$ cat src/rtl/jtframe_pllrst_pkg.sv
// Shared definitions for the PLL reset sequencer: state encoding, default
// timing constants and saturating status-counter helpers.
package jtframe_pllrst_pkg;

  typedef enum logic [2:0] {
    ST_PULSE = 3'd0,
    ST_WAIT  = 3'd1,
    ST_QUAL  = 3'd2,
    ST_RUN   = 3'd3,
    ST_FAIL  = 3'd4
  } pllrst_state_e;

  // Defaults sized for a 48 MHz reference clock
  localparam int unsigned PLLRST_RST_PULSE = 16;
  localparam int unsigned PLLRST_LOCK_TMO  = 1048576;
  localparam int unsigned PLLRST_STABLE    = 4096;
  localparam int unsigned PLLRST_MAXTRY    = 8;
  localparam int unsigned PLLRST_CW        = 21;

  localparam int unsigned TRIES_W   = 4;
  localparam int unsigned UNLOCKS_W = 8;

  function automatic logic [TRIES_W-1:0] sat_inc_tries(input logic [TRIES_W-1:0] v);
    return (&v) ? v : v + TRIES_W'(1);
  endfunction

  function automatic logic [UNLOCKS_W-1:0] sat_inc_unlocks(input logic [UNLOCKS_W-1:0] v);
    return (&v) ? v : v + UNLOCKS_W'(1);
  endfunction

endpackage

$ cat src/rtl/jtframe_sync.sv
// Two-flop synchronizer with asynchronous active-low clear, used to bring
// the PLL lock indication into the reference clock domain.
module jtframe_sync #(
  parameter int unsigned W = 1
) (
  input  logic         clk_i,
  input  logic         rst_n_i,
  input  logic [W-1:0] d_i,
  output logic [W-1:0] q_o
);

  logic [W-1:0] meta_q;
  logic [W-1:0] sync_q;

  always_ff @(posedge clk_i or negedge rst_n_i) begin
    if (!rst_n_i) begin
      meta_q <= '0;
      sync_q <= '0;
    end else begin
      meta_q <= d_i;
      sync_q <= meta_q;
    end
  end

  assign q_o = sync_q;

endmodule

$ cat src/rtl/jtframe_pllrst.sv
// PLL reset sequencer and lock monitor: pulses the PLL reset, waits for lock
// with timeout and bounded retries, qualifies lock, then releases game reset.
module jtframe_pllrst
  import jtframe_pllrst_pkg::*;
#(
  parameter int unsigned RST_PULSE = PLLRST_RST_PULSE,
  parameter int unsigned LOCK_TMO  = PLLRST_LOCK_TMO,
  parameter int unsigned STABLE    = PLLRST_STABLE,
  parameter int unsigned MAXTRY    = PLLRST_MAXTRY,
  parameter int unsigned CW        = PLLRST_CW
) (
  input  logic                 clk,
  input  logic                 rst_n,
  input  logic                 pll_locked,
  output logic                 pll_rst,
  output logic                 game_rst,
  output logic                 ready,
  output logic                 fail,
  output logic [TRIES_W-1:0]   tries,
  output logic [UNLOCKS_W-1:0] unlocks
);

  localparam logic [CW-1:0]      PULSE_LAST  = CW'(RST_PULSE - 1);
  localparam logic [CW-1:0]      TMO_LAST    = CW'(LOCK_TMO - 1);
  localparam logic [CW-1:0]      STABLE_LAST = CW'(STABLE - 1);
  localparam logic [TRIES_W-1:0] MAXTRY_L    = TRIES_W'(MAXTRY);
  localparam bit                 RETRY_EVER  = (MAXTRY == 0);

  logic locked_s;

  pllrst_state_e        state_q, state_d;
  logic [CW-1:0]        cnt_q, cnt_d;
  logic                 cnt_inc;
  logic [TRIES_W-1:0]   tries_q, tries_d;
  logic [UNLOCKS_W-1:0] unlocks_q, unlocks_d;
  logic                 pll_rst_q, pll_rst_d;
  logic                 game_rst_q, game_rst_d;
  logic                 fail_q, fail_d;

  jtframe_sync #(.W(1)) u_sync (
    .clk_i   (clk),
    .rst_n_i (rst_n),
    .d_i     (pll_locked),
    .q_o     (locked_s)
  );

  always_ff @(posedge clk or negedge rst_n) begin
    if (!rst_n) begin
      state_q    <= ST_PULSE;
      cnt_q      <= '0;
      tries_q    <= '0;
      unlocks_q  <= '0;
      pll_rst_q  <= 1'b1;
      game_rst_q <= 1'b1;
      fail_q     <= 1'b0;
    end else begin
      state_q    <= state_d;
      cnt_q      <= cnt_d;
      tries_q    <= tries_d;
      unlocks_q  <= unlocks_d;
      pll_rst_q  <= pll_rst_d;
      game_rst_q <= game_rst_d;
      fail_q     <= fail_d;
    end
  end

  always_comb begin
    state_d   = state_q;
    tries_d   = tries_q;
    unlocks_d = unlocks_q;
    cnt_inc   = 1'b0;

    case (state_q)
      ST_PULSE: begin
        cnt_inc = 1'b1;
        if (cnt_q == PULSE_LAST) state_d = ST_WAIT;
      end
      ST_WAIT: begin
        cnt_inc = 1'b1;
        // A lock seen on the timeout cycle still counts as a lock
        if (locked_s) begin
          state_d = ST_QUAL;
        end else if (cnt_q == TMO_LAST) begin
          tries_d = sat_inc_tries(tries_q);
          if (!RETRY_EVER && (tries_d == MAXTRY_L)) state_d = ST_FAIL;
          else                                      state_d = ST_PULSE;
        end
      end
      ST_QUAL: begin
        cnt_inc = 1'b1;
        if (!locked_s)                state_d = ST_WAIT;
        else if (cnt_q == STABLE_LAST) state_d = ST_RUN;
      end
      ST_RUN: begin
        if (!locked_s) begin
          state_d   = ST_PULSE;
          unlocks_d = sat_inc_unlocks(unlocks_q);
        end
      end
      ST_FAIL: begin
        state_d = ST_FAIL;
      end
      default: begin
        state_d = ST_PULSE;
      end
    endcase

    if (state_d != state_q) cnt_d = '0;
    else if (cnt_inc)       cnt_d = cnt_q + CW'(1);
    else                    cnt_d = cnt_q;

    // Outputs follow the next state so they move on the same edge as it
    pll_rst_d  = (state_d == ST_PULSE);
    game_rst_d = (state_d != ST_RUN);
    fail_d     = (state_d == ST_FAIL);
  end

  assign pll_rst  = pll_rst_q;
  assign game_rst = game_rst_q;
  assign ready    = ~game_rst_q;
  assign fail     = fail_q;
  assign tries    = tries_q;
  assign unlocks  = unlocks_q;

endmodule

$ cat config.mk
export PLATFORM = sky130hd
export DESIGN_NAME = jtframe_pllrst
export DESIGN_NICKNAME = d
export VERILOG_FILES = /design/src/rtl/jtframe_pllrst_pkg.sv /design/src/rtl/jtframe_sync.sv /design/src/rtl/jtframe_pllrst.sv
export SDC_FILE = /design/constraint.sdc
export NUM_CORES = 1
export LEC_CHECK = 0
export CAP_MARGIN = 20
export CORE_AREA = 2 2 52 102
export CTS_BUF_LIST = sky130_fd_sc_hd__clkbuf_4 sky130_fd_sc_hd__clkbuf_8 sky130_fd_sc_hd__clkbuf_16
export DETAILED_ROUTE_END_ITERATION = 6
export DIE_AREA = 0 0 54 104
export GPL_ROUTABILITY_DRIVEN = 0
export PLACE_DENSITY_LB_ADDON = 0.15
export RECOVER_POWER = 25
export SYNTH_ARGS = -nofsm -noshare
export SYNTH_HDL_FRONTEND = slang
export SYNTH_SLANG_ARGS = --single-unit
$ cat constraint.sdc
create_clock -name clk -period 2.6 [get_ports clk]
set_input_delay 0.52 -clock clk [delete_from_list [all_inputs] [get_ports clk]]
set_output_delay 0.52 -clock clk [all_outputs]
set_load 0.03 [all_outputs]
==> key figures, run 1 <==
Job
  – Max Cap Viol: 0

Clock tree
  – Root Buffer: clkbuf_8
  – Clock sink count: 41
  – # Post-CTS Setup Buffers: 0
  – Cts hold-fix bufs: 0
  – CTS Buf Count: 5
  – Worst-Skew Late Latency: 0.30 ns
  – Clk slew on worst S/H paths: 0.08 ns
  – CTS tree: done
  – CTS H-tree lvls: 2
  – Post-CTS sizing: 0
  – Maximum root-to-sink buffer count: 2

Placed design
  – Hpwl dp: 3.25 mm
  – IO Port Bufs: 18

Yosys
  – Area contributors post-synth: dfrtp_1 (47%), xor2_1 (6.7%), xnor2_1 (5.5%), nor2_1 (5.4%), nand2_1 (3.2%)
  – Ys Warns: 0
  – Mapped Nets: 202
  – Ys async rst share: 1.00
  – Area leader, netlist: dfrtp_1
  – Flops & latches, synth: 41
  – Post-synthesis instance area: 2090 µm²
  – EDFF count, synth: 0
  – Post-Syn Area per Cell: 10.6 µm²
  – Yosys top cell area share: 0.468
  – Synth Instances: 196
  – Number of distinct library cells after synthesis: 40
  – Commonest cells post-synth: dfrtp_1 (39), nor2_1 (30), nand2_1 (18)
  – Ys flop type: dfrtp_1
  – Seq/Total Area, Yosys: 0.493
  – Most numerous cell in the Yosys netlist: dfrtp_1

Final layout
  – Final #Nets: 225
  – Layout area overhead: 16.5%
  – Antenna Diode Count: 0
  – Layout cell share with drive strength beyond 1: 0.105
  – Number of fill cells: 458

Detailed routing
  – Metal-1 WL: 1.69 mm
  – DR DRC count: 0
  – Wire length on met2: 2.49 mm
  – First drt pass iteration count: 4
  – Final WL: 4.39 mm
  – DR vias: 1546
  – Final ANT Viol Nets: 0
  – DR iter-0 viols: 16
  – Metal3 WL: 118 µm
  – Wirelength per Cell: 15.8 µm
  – DR top layer: met4
  – Via/cell ratio: 5.58

Setup path
  – CP Buf/Inv Count: 0
  – CP delay by family, top: simple AND/OR/NAND/NOR gates
  – Worst Path Required: 2.78 ns
  – Critical Path Start Type: flip-flop
  – Slowest-stage cell, CP: dfrtp_1
  – Capturing element type of the critical path: flip-flop
  – CP Cell Sequence: ha_1 > nand4b_1 > nor4_4 > nand4_4 > a31oi_4 > mux2_1
  – Crit-path max cell delay: 0.42 ns
  – Critical path class: reg2reg
  – CP max FO: 5
  – Worst path arrival time: 2.24 ns

Die
  – Top-level I/O count: 19
  – Die X: 54 µm
  – Core Area: 4860 µm²
  – Initial core utilization: 0.429
  – Die Footprint: 5620 µm²
  – Die H: 104 µm
  – Row Count: 36

STA
  – Max Clk Rate: 486 MHz
  – Max transition margin: 0.395
  – Setup TNS: 0 ns
  – Actual slew at the worst max-slew pin: 0.908 ns
  – RSZ-0062 raised after global routing: no
  – Clock Skew: 0.00901 ns
  – Final Hold Violating Endpoints: 0
  – Final min period: 2.06 ns
  – Final Max Tran Viols: 0
  – Final worst-path cycle share: 0.791
  – Final Setup Violations: 0

Power and ir drop
  – Total power: 1690 µW
  – Peak VDD IR: 0.670 mV
  – Power per cell area: 696 nW/µm²
  – Leakage: 0.00109 µW

GRT
  – Largest net degree at the start of global routing: 42
  – First-pass GRT wire length: 7.76 mm
  – Vias in the first global route: 1603
  – GRT Overall Usage: 0.184
  – Initial antenna violation count: 0
  – Grt total ovfl: 0

Hold path
  – Worst min-delay path class: in2async

Outcome
  – Status: complete, no violations
-- routing by layer --
metal / up-vias / global-route usage
met1: 780 / 0.215
met4: 0 / 0.0661
li1: 726 / -
met3: 7 / 0.0316
met2: 33 / 0.319
met5: - / 0
-- worst reg2reg max path, delay by kind of cell, from the launching register on --
kind | cells | cell delay, ns
adders and majority gates | 1 | 0.22
and+or+nand+nor | 3 | 0.77
DFF | 1 | 0.42
AOI/OAI and AO/OA | 1 | 0.20
muxes | 1 | 0.33
-- state kept, by name, summed over array words and instances, names as in the netlist --
register and cells:
game_rst 1, u_sync.q_o 1, unlocks 8, tries 4
cnt_q 21, state_q 3, pll_rst 1, u_sync.meta_q 1
fail 1
-- power by group --
part           leakage, µW  switching (µW)  internal, µW
Clock            0.0000574             225           312
Sequential        0.000553            80.1           706
Combinational     0.000477             233           136
-- worst paths after layout --
check	startpoint	end	slack (ns)	depth (start not counted)
setup reg to reg	cnt_q[0]	tries[1]	0.54	6
setup / recovery	cnt_q[0]	tries[1]	0.54	6
hold / removal	rst_n	cnt_q[13]	0.35	1
min in group clk	u_sync.meta_q	u_sync.q_o	0.37	0
max in group asynchronous	rst_n	u_sync.meta_q	1.68	1
hold reg to reg	u_sync.meta_q	u_sync.q_o	0.37	0
-- layout make-up --
class                           count  area [µm²]  area share
Sequential cell                    41        1030       0.423
Clock inverter                      2        37.5      0.0154
Timing Repair Buffer               18         175      0.0721
Multi-Input combinational cell    149        1020       0.420
Tap cell                           57        71.3      0.0294
Clock buffer                        6        82.6      0.0340
Inverter                            4        15.0     0.00618
-- kinds of logic after synthesis --
group	after synthesis	share of synthesized area
AO/OA/AOI/OAI	14	0.0594
XOR/XNOR	29	0.122
AND/OR/NAND/NOR	100	0.274
buffers and inverters	6	0.0180
multiplexers	3	0.0162
adder cells (fa/ha/maj)	3	0.0180
flip-flops	41	0.493
-- placed cells by master (no fill, tap or decap), drive strengths merged, types with 4 or more instances in the layout --
master,netlist,routed
xor2,16,16
nand3,10,10
and3,5,5
clkdlybuf4s50,0,16
inv,4,4
xnor2,13,13
dfrtp,39,39
nand2,18,18
nor4,6,6
clkbuf,0,6
nor3,9,9
o21ai,4,4
nor2,30,30
nand4,9,9
-- per-stage QoR --
step / instances / hold WS [ns] / util / worst slack, ns / area [µm²]
final: 277 / 0.348 / 0.499 / 0.543 / 2430
after global routing: 277 / 0.390 / 0.499 / 0.432 / 2430
after CTS: 277 / 0.378 / 0.499 / 0.553 / 2430
after detailed placement: 269 / 0.359 / 0.475 / 0.564 / 2310
after global placement: 269 / 0.345 / 0.475 / 0.657 / 2310
after floorplan: 196 / 0.224 / - / 0.649 / 2090
Power figures use the tool's default switching activity.
==> run 2, diff against run 1 <==
==> constraint.sdc (replaced) <==
create_clock -name clk -period 2.1 [get_ports clk]
set_input_delay 0.42 -clock clk [delete_from_list [all_inputs] [get_ports clk]]
set_output_delay 0.42 -clock clk [all_outputs]
set_load 0.03 [all_outputs]
==> run 2 against run 1 <==
Effect of this change:
- worst setup slack worse by 0.40 ns
- flip-flop and latch count stayed put
- first-iteration DRC count fell by 38%
- critical path depth unchanged
- hold slack worse by 0.034 ns
- cell area is 1.4% higher
- via count rose by 1.2%
- critical endpoint is now cnt_q[20]
==> key figures, run 2 (synthesized netlist as in run 1, its figures left out) <==
GRT
  – First-pass GRT wire length: 7.97 mm (+2.7%)
  – Vias in the first global route: 1720 (+7.3%)
  – Initial antenna violation count: 0 (unchanged)
  – GRT Overall Usage: 0.192 (+0.00797)
  – Largest net degree at the start of global routing: 22 (-48%)
  – Grt total ovfl: 0 (unchanged)

Setup path
  – Critical Path Start Type: flip-flop
  – Worst R2R End: cnt_q[20]
  – Worst Path Required: 2.27 ns (-0.51 ns)
  – Critical register-to-register path startpoint: cnt_q[4]
  – Reg2Reg Depth: 6 (unchanged)
  – Critical path class: reg2reg
  – CP Buf/Inv Count: 1 (+1)
  – Capturing element type of the critical path: flip-flop
  – CP delay by family, top: simple AND/OR/NAND/NOR gates
  – Flop2flop setup slack: 0.14 ns (-0.40 ns)
  – Worst path arrival time: 2.13 ns (-0.11 ns)
  – Crit-path max cell delay: 0.48 ns (+0.06 ns)
  – CP max FO: 6 (+1)
  – Slowest-stage cell, CP: dfrtp_1
  – CP Cell Sequence: nand4_2 > buf_4 > nand4bb_1 > nor4_1 > xnor2_1 > nor2_1

Final layout
  – Layout area overhead: 18.1%
  – Max reg flops: 21 (unchanged)
  – Final #Nets: 234 (+4.0%)
  – Top reg by flops: cnt_q
  – Non-Filler Instances: 285 (+2.9%)
  – Core Util, Final: 0.506 (+0.00694)
  – Most common cell after layout, fill and taps aside: dfrtp_1
  – Number of fill cells: 474 (+3.5%)
  – Multi-input gate area: 1020 µm² (unchanged)
  – Antenna Diode Count: 0 (unchanged)
  – Layout cell share with drive strength beyond 1: 0.132 (+0.0270)
  – Most frequent cells in the layout: dfrtp_1 (39), nor2_1 (30), nand2_1 (18)
  – Reg area: 1030 µm² (unchanged)

Detailed routing
  – Final ANT Viol Nets: 0 (unchanged)
  – First drt pass iteration count: 4 (unchanged)
  – Wirelength per Cell: 15.8 µm (-0.26%)
  – DR DRC count: 0 (unchanged)
  – DR vias: 1564 (+1.2%)
  – Final WL: 4.50 mm (+2.6%)
  – DR iter-0 viols: 10 (-6)
  – Via/cell ratio: 5.49 (-1.7%)

STA
  – RSZ-0062 raised after global routing: no
  – Max transition margin: 0.263 (-0.132)
  – Final WS setup: 0.143 ns (-0.401 ns)
  – Final Max Tran Viols: 0 (unchanged)
  – Final Hold Violating Endpoints: 0 (unchanged)
  – Max Clk Rate: 511 MHz (+5.1%)
  – Final min period: 1.96 ns (-0.0995 ns)
  – Setup TNS: 0 ns (unchanged)
  – Final worst-path cycle share: 0.932 (+0.141)
  – Final Setup Violations: 0 (unchanged)
  – Actual slew at the worst max-slew pin: 1.11 ns (+0.198 ns)
  – Clock Skew: 0.00759 ns (-0.00142 ns)

Outcome
  – Status: complete, no violations

Clock tree
  – CTS H-tree lvls: 2 (unchanged)
  – Clk slew on worst S/H paths: 0.08 ns (about the same)
  – Worst-Skew Late Latency: 0.29 ns (about the same)
  – Maximum root-to-sink buffer count: 2 (unchanged)
  – CTS tree: done
  – Clock sink count: 41 (unchanged)
  – Root Buffer: clkbuf_8
  – CTS Buf Count: 5 (unchanged)

Placed design
  – Placed insts: 277 (+3.0%)
  – Hpwl dp: 3.48 mm (+7.1%)
  – Pre-CTS setup slack: 0.0787 ns (-0.485 ns)
  – IO Port Bufs: 18 (unchanged)

Power and ir drop
  – Leakage: 0.00112 µW (+3.0%)
  – Peak VDD IR: 0.651 mV (-2.7%)
  – Power per cell area: 797 nW/µm² (+15%)
  – Total power: 1960 µW (+16%)

Die
  – Top-level I/O count: 19 (unchanged)
  – Die X: 54 µm (unchanged)
  – Core Area: 4860 µm² (unchanged)
  – Die H: 104 µm (unchanged)
  – Row Count: 36 (unchanged)
  – Initial core utilization: 0.429 (unchanged)
  – Die Footprint: 5620 µm² (unchanged)

Hold path
  – Worst min-delay path class: in2async

Job
  – Max Cap Viol: 0 (unchanged)
-- run 2: metal layers --
layer / GRT usage / up-vias / part of all wire
met5: 0 / - / 0
met4: 0.0893 / 0 / 0.034
met3: 0.0359 / 12 / 0.025
met2: 0.332 / 26 / 0.58
met1: 0.213 / 777 / 0.36
li1: - / 749 / -
-- run 2: how the worst max path moves through the flow --
stage	to	start	slack, ns	cells after the start
2_1_floorplan	unlocks[7]	unlocks[0]	0.15	6
3_3_place_gp	tries[1]	cnt_q[0]	0.16	6
3_5_place_dp	tries[1]	cnt_q[0]	0.08	6
4_1_cts	tries[1]	cnt_q[0]	0.07	6
5_1_grt	tries[1]	cnt_q[0]	0.0005	6
6_report	cnt_q[20]	cnt_q[4]	0.14	6
-- run 2: timing repair --
item	4_1_cts	5_1_grt
endpoints found under the hold margin	0	0
gates resized for setup	0	0
hold buffers	0	0
setup buffers	0	1
endpoints found under the setup margin	0	2
-- run 2: stage by stage --
step / instance area [µm²] / hold WS [ns]
2_1_floorplan: 2090 / 0.124
3_3_place_gp: 2380 / 0.337
3_5_place_dp: 2380 / 0.337
4_1_cts: 2470 / 0.102
5_1_grt: 2460 / 0.365
6_report: 2460 / 0.314
-- run 2: where the power goes --
group          internal (µW)  switching, µW  leakage [µW]
Sequential               875           88.9      0.000553
Clock                    274            249     0.0000477
Combinational            179            299      0.000519
-- run 2: cell type report --
type,instances,share of cell area
Sequential cell,41,0.417
Multi-Input combinational cell,149,0.414
Timing Repair Buffer,27,0.0970
Clock buffer,7,0.0366
Tap cell,57,0.0289
Inverter,4,0.00609
==> run 3, diff against run 2 <==
--- a/config.mk
+++ b/config.mk
@@ -13,6 +13,7 @@
 export GPL_ROUTABILITY_DRIVEN = 0
 export PLACE_DENSITY_LB_ADDON = 0.15
 export RECOVER_POWER = 25
+export SLEW_MARGIN = 25
 export SYNTH_ARGS = -nofsm -noshare
 export SYNTH_HDL_FRONTEND = slang
 export SYNTH_SLANG_ARGS = --single-unit
==> results of run 3 <==
Same layout as run 2: the final DEF is identical, and so are final timing and power.
